<file path="config.mk">
export PLATFORM = sky130hd
export DESIGN_NAME = std_sram_singleport_ctrl
export DESIGN_NICKNAME = d
export VERILOG_FILES = /design/src/rtl/std_sram_singleport_ctrl_pkg.sv /design/src/rtl/std_sram_singleport_resp_fifo.sv /design/src/rtl/std_sram_singleport_ctrl.sv
export SDC_FILE = /design/constraint.sdc
export NUM_CORES = 1
export LEC_CHECK = 0
export BUFFER_PORTS_ARGS = -buffer_cell sky130_fd_sc_hd__buf_2
export CAP_MARGIN = 20
export CORE_UTILIZATION = 55
export DETAILED_ROUTE_END_ITERATION = 10
export PLACE_DENSITY = 0.87
export RECOVER_POWER = 100
export SETUP_SLACK_MARGIN = 0.5
export SLEW_MARGIN = 0
export SYNTH_ARGS = -nofsm -noshare
export SYNTH_HDL_FRONTEND = slang
export SYNTH_SLANG_ARGS = --single-unit
</file>
<file path="constraint.sdc">
create_clock -name clk -period 4.6 [get_ports clk]
set_input_delay 0 -clock clk [delete_from_list [all_inputs] [get_ports clk]]
set_output_delay 0 -clock clk [all_outputs]
set_load 0.02 [all_outputs]
</file>
<file path="src/rtl/std_sram_singleport_ctrl_pkg.sv">
// Shared helpers for the single-port SRAM controller and its response buffer.
package std_sram_singleport_ctrl_pkg;

   function automatic int f_ptr_w(input int depth);
      return (depth > 1) ? $clog2(depth) : 1;
   endfunction

endpackage

</file>
<file path="src/rtl/std_sram_singleport_resp_fifo.sv">
// Read-response FIFO: power-of-two depth, wrapping pointers, occupancy count.
module std_sram_singleport_resp_fifo
   import std_sram_singleport_ctrl_pkg::*;
#(
   parameter int WIDTH = 2,
   parameter int DEPTH = 4,
   localparam int PTR_W = f_ptr_w(DEPTH),
   localparam int CNT_W = PTR_W + 1
) (
   input  logic             clk,
   input  logic             resetn,
   input  logic             i_push,
   input  logic [WIDTH-1:0] i_wdata,
   input  logic             i_pop,
   output logic [WIDTH-1:0] o_rdata,
   output logic             o_full,
   output logic             o_empty,
   output logic [CNT_W-1:0] o_count
);

   logic [WIDTH-1:0] r_mem [DEPTH];
   logic [PTR_W-1:0] r_wptr;
   logic [PTR_W-1:0] r_rptr;
   logic [CNT_W-1:0] r_count;
   logic             w_pop;

   assign w_pop   = i_pop & ~o_empty;
   assign o_full  = (r_count == CNT_W'(DEPTH));
   assign o_empty = (r_count == '0);
   assign o_count = r_count;
   assign o_rdata = r_mem[r_rptr];

   // Pointers wrap naturally because DEPTH is a power of two.
   always_ff @(posedge clk or negedge resetn) begin
      if (!resetn) begin
         r_wptr  <= '0;
         r_rptr  <= '0;
         r_count <= '0;
      end else begin
         if (i_push) r_wptr <= r_wptr + PTR_W'(1);
         if (w_pop)  r_rptr <= r_rptr + PTR_W'(1);
         case ({i_push, w_pop})
            2'b10:   r_count <= r_count + CNT_W'(1);
            2'b01:   r_count <= r_count - CNT_W'(1);
            default: r_count <= r_count;
         endcase
      end
   end

   always_ff @(posedge clk) begin
      if (i_push) r_mem[r_wptr] <= i_wdata;
   end

   a_no_overflow: assert property (@(posedge clk) disable iff (!resetn) !(i_push && o_full));

endmodule

</file>
<file path="src/rtl/std_sram_singleport_ctrl.sv">
// Valid/ready request channel to single-port SRAM cycles; read data returned in order
// through a credit-guarded response FIFO.
module std_sram_singleport_ctrl
   import std_sram_singleport_ctrl_pkg::*;
#(
   parameter int ADDR_WIDTH = 1,
   parameter int DATA_WIDTH = 1,
   parameter int TAG_WIDTH  = 1,
   parameter int RESP_DEPTH = 4
) (
   input  logic                  clk,
   input  logic                  resetn,
   input  logic                  req_valid,
   output logic                  req_ready,
   input  logic                  req_we,
   input  logic [ADDR_WIDTH-1:0] req_addr,
   input  logic [DATA_WIDTH-1:0] req_wdata,
   input  logic [TAG_WIDTH-1:0]  req_tag,
   output logic                  resp_valid,
   input  logic                  resp_ready,
   output logic [DATA_WIDTH-1:0] resp_rdata,
   output logic [TAG_WIDTH-1:0]  resp_tag,
   output logic                  sram_en,
   output logic                  sram_we,
   output logic [ADDR_WIDTH-1:0] sram_addr,
   output logic [DATA_WIDTH-1:0] sram_din,
   input  logic [DATA_WIDTH-1:0] sram_dout
);

   localparam int PTR_W = f_ptr_w(RESP_DEPTH);
   localparam int CNT_W = PTR_W + 1;
   localparam int ENT_W = DATA_WIDTH + TAG_WIDTH;

   logic                 r_inflight;
   logic [TAG_WIDTH-1:0] r_tag_p1;
   logic                 w_fire;
   logic                 w_rd_fire;
   logic                 w_credit;
   logic                 w_full;
   logic                 w_empty;
   logic [CNT_W-1:0]     w_occ;
   logic [ENT_W-1:0]     w_head;

   // Credit counts the read already at the SRAM so its push can never overflow the buffer.
   assign w_credit  = ({1'b0, w_occ} + {{CNT_W{1'b0}}, r_inflight}) < (CNT_W+1)'(RESP_DEPTH);
   assign req_ready = resetn & w_credit & ~w_full;

   assign w_fire    = req_valid & req_ready;
   assign w_rd_fire = w_fire & ~req_we;

   assign sram_en   = w_fire;
   assign sram_we   = w_fire & req_we;
   assign sram_addr = req_addr;
   assign sram_din  = req_wdata;

   always_ff @(posedge clk or negedge resetn) begin
      if (!resetn) r_inflight <= 1'b0;
      else         r_inflight <= w_rd_fire;
   end

   // Tag rides alongside the SRAM read so it meets sram_dout one cycle later.
   always_ff @(posedge clk) begin
      if (w_rd_fire) r_tag_p1 <= req_tag;
   end

   std_sram_singleport_resp_fifo #(
      .WIDTH (ENT_W),
      .DEPTH (RESP_DEPTH)
   ) u_resp_fifo (
      .clk     (clk),
      .resetn  (resetn),
      .i_push  (r_inflight),
      .i_wdata ({sram_dout, r_tag_p1}),
      .i_pop   (resp_ready),
      .o_rdata (w_head),
      .o_full  (w_full),
      .o_empty (w_empty),
      .o_count (w_occ)
   );

   assign resp_valid = ~w_empty;
   assign resp_rdata = w_head[ENT_W-1:TAG_WIDTH];
   assign resp_tag   = w_head[TAG_WIDTH-1:0];

endmodule

</file>
==> impl_metrics.py, run 1 <==
metrics = {
    "power_and_ir_drop": {
        "power_density_nw_per_um2": 534,
        "combPwrFrac_pct": 34.8,
        "p_sw_share_pct": 36.2,
        "p_clk_share_pct": 15.9,
        "peakVddDrop_mv": 0.383,
        "intPower_uw": 309,
        "power_switching_uw": 175,
        "seqPwrFrac_pct": 49.3,
        "leakagePower_uw": 0.000393,
    },
    "grt": {
        "gr-total-overflow": 0,
        "antenna_found_initial": 0,
        "grt_pass1_vias": 424,
        "track_usage_pct": 16.7,
        "grt_first_pass_wirelength_um": 1620,
        "grt_max_degree": 11,
    },
    "logic_synthesis": {
        "syn_area_per_cell_um2": 14.8,
        "yosys.cell_types.count": 21,
        "synth_fp_nets": 71,
        "synth-edff-count": 9,
        "synth-seq-cells": 17,
        "yosys_warnings": 0,
        "synthTopCellsByArea": "edfxtp_1, dfrtp_1, ha_1",
        "synthArstFlopShare_pct": 47.1,
        "syn_inst": 56,
        "ys_seq_area_share_pct": 56.9,
        "synth_largest_area_cell": "edfxtp_1",
        "syn-cell-area_um2": 827,
        "synthFlopType": "edfxtp_1",
        "synth_top_cell_area_share_pct": 32.7,
    },
    "floorplanning": {
        "die_h_um": 40.8,
        "ioPinCount": 17,
        "core-area_um2": 1350,
        "die_area_um2": 1660,
        "start_util_pct": 61.3,
        "num_rows": 13,
        "dieWidth_um": 40.8,
    },
    "cells_and_area": {
        "areaGrowthSynthToFinish_pct": 9.68,
        "regArea_um2": 470,
        "fill_cells": 113,
        "multiInputGateArea_um2": 284,
        "layout_common_cells": "edfxtp_1, clkbuf_1, dfrtp_1",
        "fin_nets": 88,
        "design_area_um2": 907,
        "antenna_cells": 0,
        "final_layout_size_suffix_gt1_share_pct": 22.2,
        "final_common_cell": "edfxtp_1",
    },
    "job": {
        "cap_violations": 0,
    },
    "detailed_routing": {
        "first_iter_violations": 2,
        "firstDrtPassIters": 2,
        "ant_nets": 0,
        "wl_um": 1110,
        "vias": 436,
        "drc": 0,
        "post_drt_wl_per_cell_um": 12.8,
        "viasPerCell": 5.01,
    },
    "worst_setup_path": {
        "cp_top_family": "buffers and inverters",
        "crit_fanout": 9,
        "cp_common_cell": "clkbuf_1",
        "critPathBufInv": 4,
        "crit_type": "in -> out",
        "worstSetupStartpointType": "input port",
        "cp.required_ns": 4.60,
        "cp_cell_sequence": "dlygate4sd3_1 > clkbuf_1 > inv_1 > a311oi_1 > and2_2 > clkbuf_1",
        "arrival_ns": 1.93,
        "endpoint_kind": "output port",
        "cpPeakStageDelay_ns": 0.52,
        "cp_slowest_cell": "dlygate4sd3_1",
    },
    "clock_network": {
        "cts_root_buf": "clkbuf_4",
        "cts_tree": "yes",
        "post-cts-setup-buffers": 0,
        "cts_hold_buffers": 3,
        "cts_resized": 0,
        "clk_path_buf_depth": 2,
        "clk_latency_ns": 0.29,
        "clock-sinks": 17,
        "cts-buffers-inserted": 3,
        "cts_max_level": 1,
    },
    "sta": {
        "fin_crit_sh_pct": 42.0,
        "tightestPinTransition_ns": 0.496,
        "fmax_mhz": 517,
        "slew_violations": 0,
        "finalSetupTns_ns": 0,
        "setup_viol": 0,
        "min_period_ns": 1.93,
        "fin_skew_ns": 0.00354,
        "rsz0062_at_grt": "false",
        "finalHoldViolCount": 0,
        "slew_headroom_pct": 66.7,
    },
    "placed_design": {
        "postPlaceCellArea_um2": 880,
        "gp_congestion": 0.667,
        "port_buffers": 12,
        "dp_hpwl_um": 874,
    },
    "run_status": {
        "status": "finished, final reports clean",
    },
    "hold_path": {
        "hold_class": "in -> out",
    },
}
## logic make-up (layout without fill, tap and decap cells)
kind of cell / after synthesis / count (layout) / share of synthesized area (%)
simple gates: 11 / 11 / 8.78
flops: 17 / 17 / 56.9
fa+ha+maj: 6 / 6 / 9.98
compound gates: 3 / 3 / 4.99
buf+inv: 10 / 26 / 6.35
mux: 3 / 3 / 6.66
xor+xnor: 6 / 6 / 6.35
## path summary, 6_finish.rpt
path                                         from                       to  slack, ns  depth (start not counted)
max                                        resetn                  sram_en       2.67                          6
min                                     req_wdata                 sram_din     0.0002                          0
max reg2reg                u_resp_fifo.o_count[0]   u_resp_fifo.o_count[2]       2.84                          7
min reg2reg                              r_tag_p1  u_resp_fifo.r_mem[2][0]       0.51                          0
max in group asynchronous                  resetn    u_resp_fifo.r_wptr[0]       4.10                          2
min in group asynchronous                  resetn    u_resp_fifo.r_rptr[1]       0.17                          2
## power by group through the flow
| stage | sequential, µW | combinational [µW] | clock [µW] |
|---|---|---|---|
| global route | 246 | 194 | 84.6 |
| finish | 239 | 168 | 77.0 |
| CTS | 248 | 181 | 79.8 |
| floorplan | 240 | 142 | 0 |
| global placement | 249 | 168 | 0 |
| detailed placement | 251 | 176 | 0 |
## worst register-to-register path: stages, from the launching register on
cell and delay [ns]:
dfrtp_1 0.44, o31a_2 0.38, ha_1 0.22, inv_1 0.08, fa_1 0.18, xor2_1 0.16
nor2_1 0.07, xor2_1 0.14
## through the flow
step | hold WS (ns) | util (%) | worst slack [ns] | power (µW) | cells
2_1_floorplan | -0.296 | - | 2.93 | 382 | 56
3_3_place_gp | -0.136 | 65.2 | 2.86 | 417 | 80
3_5_place_dp | -0.141 | 65.2 | 2.78 | 427 | 80
4_1_cts | 0.000338 | 69.4 | 2.75 | 509 | 87
5_1_grt | 0.000117 | 67.2 | 2.45 | 525 | 87
6_report | 0.000184 | 67.2 | 2.67 | 484 | 87
## routing by layer
layer / global-route usage (%) / share of wire [%] / wire length [µm] / up-vias
li1: - / - / - / 218
met1: 17.1 / 43 / 477 / 198
met2: 27.4 / 49 / 544 / 15
met3: 4.89 / 4.9 / 54 / 5
met4: 15.0 / 3.1 / 34 / 0
met5: 0 / 0 / 0 / -
## cell usage after synthesis (2+ instances only)
master and n:
edfxtp_1 9, dfrtp_1 8, inv_1 7, and2_2 5, ha_1 5, xor2_1 4, buf_4 2, mux4_2 2
xnor2_1 2
## final cells by class
class / count / share of cell area (%)
flip-flops and latches: 17 / 51.9
multi-input cells: 29 / 31.3
repair buffers: 15 / 8.83
inverters: 7 / 2.90
clock buffers: 3 / 2.48
well taps: 15 / 2.07
clock inverters: 1 / 0.552
## sequential cells by signal, indices dropped and copies added (netlist names)
| name | count |
|---|---|
| u_resp_fifo.o_count | 3 |
| r_tag_p1 | 1 |
| u_resp_fifo.r_rptr | 2 |
| u_resp_fifo.r_mem | 8 |
| r_inflight | 1 |
| u_resp_fifo.r_wptr | 2 |
(Power assumes the default switching activity.)
==> inputs of run 2 (changes only) <==
ABC_AREA = 1   (was not set)
CORE_UTILIZATION = 47   (was 55)
PLACE_DENSITY = 0.79   (was 0.87)
clock period = 1.6 ns   (was 4.6 ns; I/O delays follow)
==> run 2 against run 1 <==
  * Count of clock-buffer cells in the layout grew 1
  * Synthesized cell count is 66% higher
  * Clock power increased to 3.0 times the previous value
  * Worst hold slack hardly changed
  * Combinational power increased to 8.2 times the previous value
  * Via count is 81% higher
  * Wire length grew 94%
  * Final cell count up 85%
  * Critical endpoint is now u_resp_fifo.o_count[1]
  * Largest cell class unchanged
==> impl_metrics.py, run 2 <==
metrics = {
    "sta": {
        "tightestPinTransition_ns": 0.607,
        "fin_skew_ns": 0.0111,
        "whs_ns": 0.0000435,
        "rsz0062_at_grt": "true",
        "fmax_mhz": 632,
        "slew_headroom_pct": 59.5,
        "min_period_ns": 1.58,
        "finalHoldViolCount": 0,
        "slew_violations": 0,
        "fin_crit_sh_pct": 98.8,
        "setup_viol": 0,
        "setup_ws_ns": 0.0185,
    },
    "logic_synthesis": {
        "synth_largest_area_cell": "edfxtp_1",
        "synth.area.mux_share_pct": 0,
        "synthArstFlopShare_pct": 47.1,
        "yosys_warnings": 0,
        "yosys.cell_types.count": 19,
        "synth-edff-count": 9,
        "synth-seq-cells": 17,
        "synthTopCellsByArea": "edfxtp_1, dfrtp_1, nand2_1",
        "synth-xor-area-share_pct": 1.96,
        "synth_fp_nets": 108,
        "syn_area_per_cell_um2": 9.62,
        "syn_inst": 93,
        "yosysMostFrequentCell": "nand2_1",
        "ys_seq_area_share_pct": 52.6,
        "synth_top_cell_area_share_pct": 30.2,
        "synth-simple-area-share_pct": 19.2,
        "synth-compound-area-share_pct": 4.48,
        "synth_top_family_by_area": "simple AND/OR/NAND/NOR gates",
        "synthAdderAreaFrac_pct": 9.23,
        "yosys-top-cells-count": "nand2_1, inv_1, edfxtp_1",
        "synthFlopType": "edfxtp_1",
        "syn-cell-area_um2": 895,
    },
    "grt": {
        "grt_max_degree": 10,
        "grt_first_pass_wirelength_um": 2870,
        "antenna_found_initial": 0,
        "track_usage_pct": 20.1,
        "gr-total-overflow": 0,
        "grt_pass1_vias": 704,
    },
    "clock_network": {
        "cts_tree": "yes",
        "cts_root_buf": "clkbuf_4",
        "cts-buffers-inserted": 3,
        "clk_pin_slew_ns": 0.10,
        "clk_latency_ns": 0.29,
        "clk_path_buf_depth": 2,
        "cts_max_level": 1,
        "clock-sinks": 17,
    },
    "detailed_routing": {
        "post_drt_wl_per_cell_um": 13.4,
        "drc": 0,
        "vias": 788,
        "wl_um": 2160,
        "ant_nets": 0,
        "firstDrtPassIters": 4,
        "first_iter_violations": 13,
        "viasPerCell": 4.89,
    },
    "floorplanning": {
        "die_h_um": 45.6,
        "core-area_um2": 1760,
        "num_rows": 15,
        "dieWidth_um": 45.6,
        "start_util_pct": 50.7,
        "ioPinCount": 17,
        "die_area_um2": 2080,
    },
    "hold_path": {
        "hold_class": "in -> out",
    },
    "cells_and_area": {
        "largest_register": "u_resp_fifo.r_mem",
        "final_layout_size_suffix_gt1_share_pct": 52.9,
        "final_common_cell": "buf_4",
        "largest_reg_flops": 8,
        "design_area_um2": 1370,
        "fin_nets": 152,
        "areaGrowthSynthToFinish_pct": 52.7,
        "antenna_cells": 0,
        "layout_common_cells": "buf_4, nand2_1, inv_2",
    },
    "placed_design": {
        "gp_congestion": 0.702,
        "dp_worst_setup_slack_ns": 0.0272,
        "postPlaceCellArea_um2": 993,
        "port_buffers": 12,
        "dp_hpwl_um": 1050,
    },
    "job": {
        "cap_violations": 0,
    },
    "worst_setup_path": {
        "worstSetupStartpointType": "flop",
        "endpoint_kind": "flop",
        "cp.required_ns": 1.83,
        "crit_type": "reg -> reg",
        "crit_fanout": 2,
        "arrival_ns": 1.81,
    },
    "run_status": {
        "status": "finished, final reports clean",
    },
    "power_and_ir_drop": {
        "power_density_nw_per_um2": 1660,
        "leakagePower_uw": 0.000697,
        "peakVddDrop_mv": 1.10,
    },
}
run 2: cell count changes after synthesis, sizes merged, moves of 2 or more:
cell / previous run / this run
and2: 5 / 0
inv: 7 / 24
mux4: 2 / 0
nand2: 2 / 25
nand3: 0 / 6
nor2: 1 / 3
o211ai: 0 / 4
xor2: 4 / 1
run 2: logic make-up after synthesis:
kind of cell	after synthesis
adders and majority gates	6
xor gates and xnor gates	2
buffers and inverters	27
and+or+nand+nor	35
DFF	17
AOI/OAI and AO/OA	6
run 2: report_power, final:
part	switching (µW)	internal [µW]	total, µW	leakage, µW
Clock	134	97.0	231	0.0000150
Combinational	698	678	1380	0.000503
Sequential	96.0	567	663	0.000179
Total	928	1340	2270	0.000697
run 2: final timing paths:
check	from	end	slack (ns)	cells past startpoint
min in group asynchronous	resetn	u_resp_fifo.o_count[2]	0.15	2
min reg2reg	r_tag_p1	u_resp_fifo.r_mem[1][0]	0.56	0
max in group asynchronous	resetn	u_resp_fifo.r_rptr[0]	1.14	2
max	u_resp_fifo.o_count[0]	u_resp_fifo.o_count[1]	0.02	8
max reg2reg	u_resp_fifo.o_count[0]	u_resp_fifo.o_count[1]	0.02	8
min	req_addr	sram_addr	0.00004	0
run 2: cell type report:
type,instances,area [µm²]
Timing Repair Buffer,41,324
Multi-Input combinational cell,49,413
Fill cell,126,398
Clock buffer,4,26.3
Timing Repair inverter,1,7.51
Tap cell,25,31.3
Inverter,24,92.6
Sequential cell,17,472
run 2: through the flow:
stage | total power (µW) | utilization (%) | setup TNS, ns | std cells
floorplan | 1220 | - | 0 | 93
global placement | 1370 | 56.3 | 0 | 129
detailed placement | 1410 | 56.3 | 0 | 129
CTS | 1960 | 70.1 | 0 | 152
global route | 2400 | 77.4 | -0.0735 | 161
finish | 2270 | 77.4 | 0 | 161
run 2: worst max-delay path, cell delays in order, from the launching register on:
cell     delay [ns]
dfrtp_1        0.40
inv_2          0.08
nand3_4        0.09
nand2_4        0.07
inv_2          0.04
ha_4           0.16
inv_4          0.06
fa_2           0.44
o21ai_2        0.16
run 2: per-layer routing:
metal  vias up  global-route usage (%)  part of all wire [%]
met4         0                    7.27                   4.7
met3        11                    3.57                   3.5
met2        29                    36.3                    54
met5         -                       0                     0
met1       377                    23.6                    37
li1        371                       -                     -
run 2: what timing repair did:
action / 4_1_cts / 5_1_grt
hold buffers: 5 / 1
gates resized for setup: 19 / 25
endpoints found under the hold margin: 16 / 2
cloned: 1 / 0
endpoints found under the setup margin: 11 / 18
pin swaps: 8 / 5
setup buffers: 13 / 8
==> inputs of run 3 (changes only) <==
CELL_PAD_IN_SITES_DETAIL_PLACEMENT = 1   (was not set)
CELL_PAD_IN_SITES_GLOBAL_PLACEMENT = 2   (was not set)
CORE_ASPECT_RATIO = 2   (was not set)
CORE_UTILIZATION = 29   (was 47)
==> run 3 against run 2 <==
  * Cell area fell by 3.9%
  * Final cell count unchanged
  * Sequential power grew 0.8%
  * Combinational power is 7% lower
  * Critical endpoint is now u_resp_fifo.o_count[2]
==> impl_metrics.py, run 3 (synthesis results as in run 2) <==
metrics = {
    "run_status": {
        "status": "finished, final reports clean",
    },
    "detailed_routing": {
        "vias": 718,
        "first_iter_violations": 3,
        "ant_nets": 0,
        "viasPerCell": 4.46,
        "drc": 0,
        "firstDrtPassIters": 4,
        "post_drt_wl_per_cell_um": 12.0,
        "wl_um": 1940,
    },
    "job": {
        "cap_violations": 0,
    },
    "floorplanning": {
        "num_rows": 28,
        "start_util_pct": 30.4,
        "die_h_um": 80.5,
        "core-area_um2": 2940,
        "die_area_um2": 3320,
        "dieWidth_um": 41.3,
        "ioPinCount": 17,
    },
    "clock_network": {
        "clk_path_buf_depth": 2,
        "cts_max_level": 1,
        "cts-buffers-inserted": 3,
        "cts_root_buf": "clkbuf_8",
        "clk_latency_ns": 0.24,
        "cts_tree": "yes",
        "clk_pin_slew_ns": 0.06,
        "clock-sinks": 17,
    },
    "grt": {
        "grt_use_met2_pct": 27.2,
        "met3_usage_pct": 2.49,
        "grt_first_pass_wirelength_um": 3090,
        "track_usage_pct": 13.8,
        "antenna_found_initial": 0,
        "grt_pass1_vias": 791,
        "grt_max_degree": 10,
        "busiest_layer": "met2",
        "gr-total-overflow": 0,
        "use_met1_pct": 11.7,
    },
    "sta": {
        "slew_headroom_pct": 72.6,
        "finalHoldViolCount": 0,
        "whs_ns": 0.000168,
        "fin_skew_ns": 0.00252,
        "fin_crit_sh_pct": 93.8,
        "setup_viol": 0,
        "fmax_mhz": 666,
        "min_period_ns": 1.50,
        "slew_violations": 0,
        "rsz0062_at_grt": "true",
        "finalSetupTns_ns": 0,
        "tightestPinTransition_ns": 0.410,
    },
    "worst_setup_path": {
        "cp.required_ns": 1.79,
        "arrival_ns": 1.69,
        "worstSetupStartpointType": "flop",
        "endpoint_kind": "flop",
        "crit_fanout": 2,
        "crit_type": "reg -> reg",
    },
    "cells_and_area": {
        "fin_nets": 147,
        "layout_common_cells": "nand2_1, buf_4, inv_1",
        "final_layout_size_suffix_gt1_share_pct": 42.7,
        "design_area_um2": 1310,
        "antenna_cells": 0,
        "largest_reg_flops": 8,
        "regArea_um2": 472,
        "final_common_cell": "nand2_1",
        "multiInputGateArea_um2": 358,
        "fill_cells": 349,
        "largest_register": "u_resp_fifo.r_mem",
        "areaGrowthSynthToFinish_pct": 46.7,
    },
    "placed_design": {
        "port_buffers": 12,
        "postPlaceCellArea_um2": 1000,
        "gp_congestion": 0.765,
        "dp_hpwl_um": 1360,
    },
    "power_and_ir_drop": {
        "power_density_nw_per_um2": 1710,
        "peakVddDrop_mv": 0.711,
        "leakagePower_uw": 0.000658,
    },
    "hold_path": {
        "hold_class": "in -> out",
    },
}
run 3: changes by cell type in the layout (fill, tap and decap cells not counted), moves of 3 or more:
| cell | before | now |
|---|---|---|
| buf_4 | 19 | 15 |
| nand2_1 | 18 | 23 |
| clkbuf_8 | 0 | 3 |
| inv_2 | 14 | 9 |
| buf_6 | 7 | 10 |
| buf_2 | 7 | 4 |
| inv_1 | 9 | 14 |
| nand2_4 | 4 | 1 |
run 3: path summary, 6_finish.rpt:
check	from	slack [ns]	depth (start not counted)	end
max	u_resp_fifo.o_count[1]	0.1	12	u_resp_fifo.o_count[2]
max in group asynchronous	resetn	1.04	2	u_resp_fifo.r_rptr[0]
max reg2reg	u_resp_fifo.o_count[1]	0.1	12	u_resp_fifo.o_count[2]
min reg2reg	r_tag_p1	0.53	0	u_resp_fifo.r_mem[3][0]
min in group asynchronous	resetn	0.24	2	u_resp_fifo.o_count[2]
min	req_addr	0.0002	0	sram_addr
run 3: cell type report:
type | instances | area share, %
Sequential cell | 17 | 35.9
Multi-Input combinational cell | 49 | 27.3
Timing Repair Buffer | 36 | 22.9
Inverter | 24 | 7.05
Clock buffer | 4 | 3.43
Tap cell | 30 | 2.86
Timing Repair inverter | 1 | 0.572
run 3: where the power goes:
group          switching, µW  internal (µW)
registers               99.3            568
logic                    616            662
clock network            129            176
run 3: metal layers:
layer / share of wire (%) / wire, µm
met5: 0 / 0
met4: 0.62 / 12
met3: 2.1 / 41
met2: 66 / 1280
met1: 31 / 606
run 3: worst max-delay path, cell delays in order (launching register included):
cell and delay [ns]:
dfrtp_1 0.37, inv_2 0.06, nand3_4 0.08, nand2_4 0.05, inv_2 0.05, ha_4 0.12
inv_2 0.04, fa_2 0.33, inv_1 0.07, nand2_1 0.07, nand3_1 0.08, nand2_1 0.05
nand2_1 0.05
run 3: through the flow:
step,power (µW),utilization (%),std cells,setup slack [ns]
after floorplan,1220,-,93,0.0307
after detailed placement,1440,34.0,134,0.0238
final,2250,44.6,161,0.0995
after CTS,2050,42.2,156,0.101
after global placement,1400,34.0,134,0.0575
after global routing,2430,44.6,161,-0.0113
run 3: repair_timing:
item | 4_1_cts | 5_1_grt
setup buffers | 13 | 5
hold buffers | 4 | 0
hold endpoints to repair | 14 | 0
cloned | 1 | 0
pin swaps | 7 | 7
endpoints found under the setup margin | 9 | 16
gates resized for setup | 15 | 15
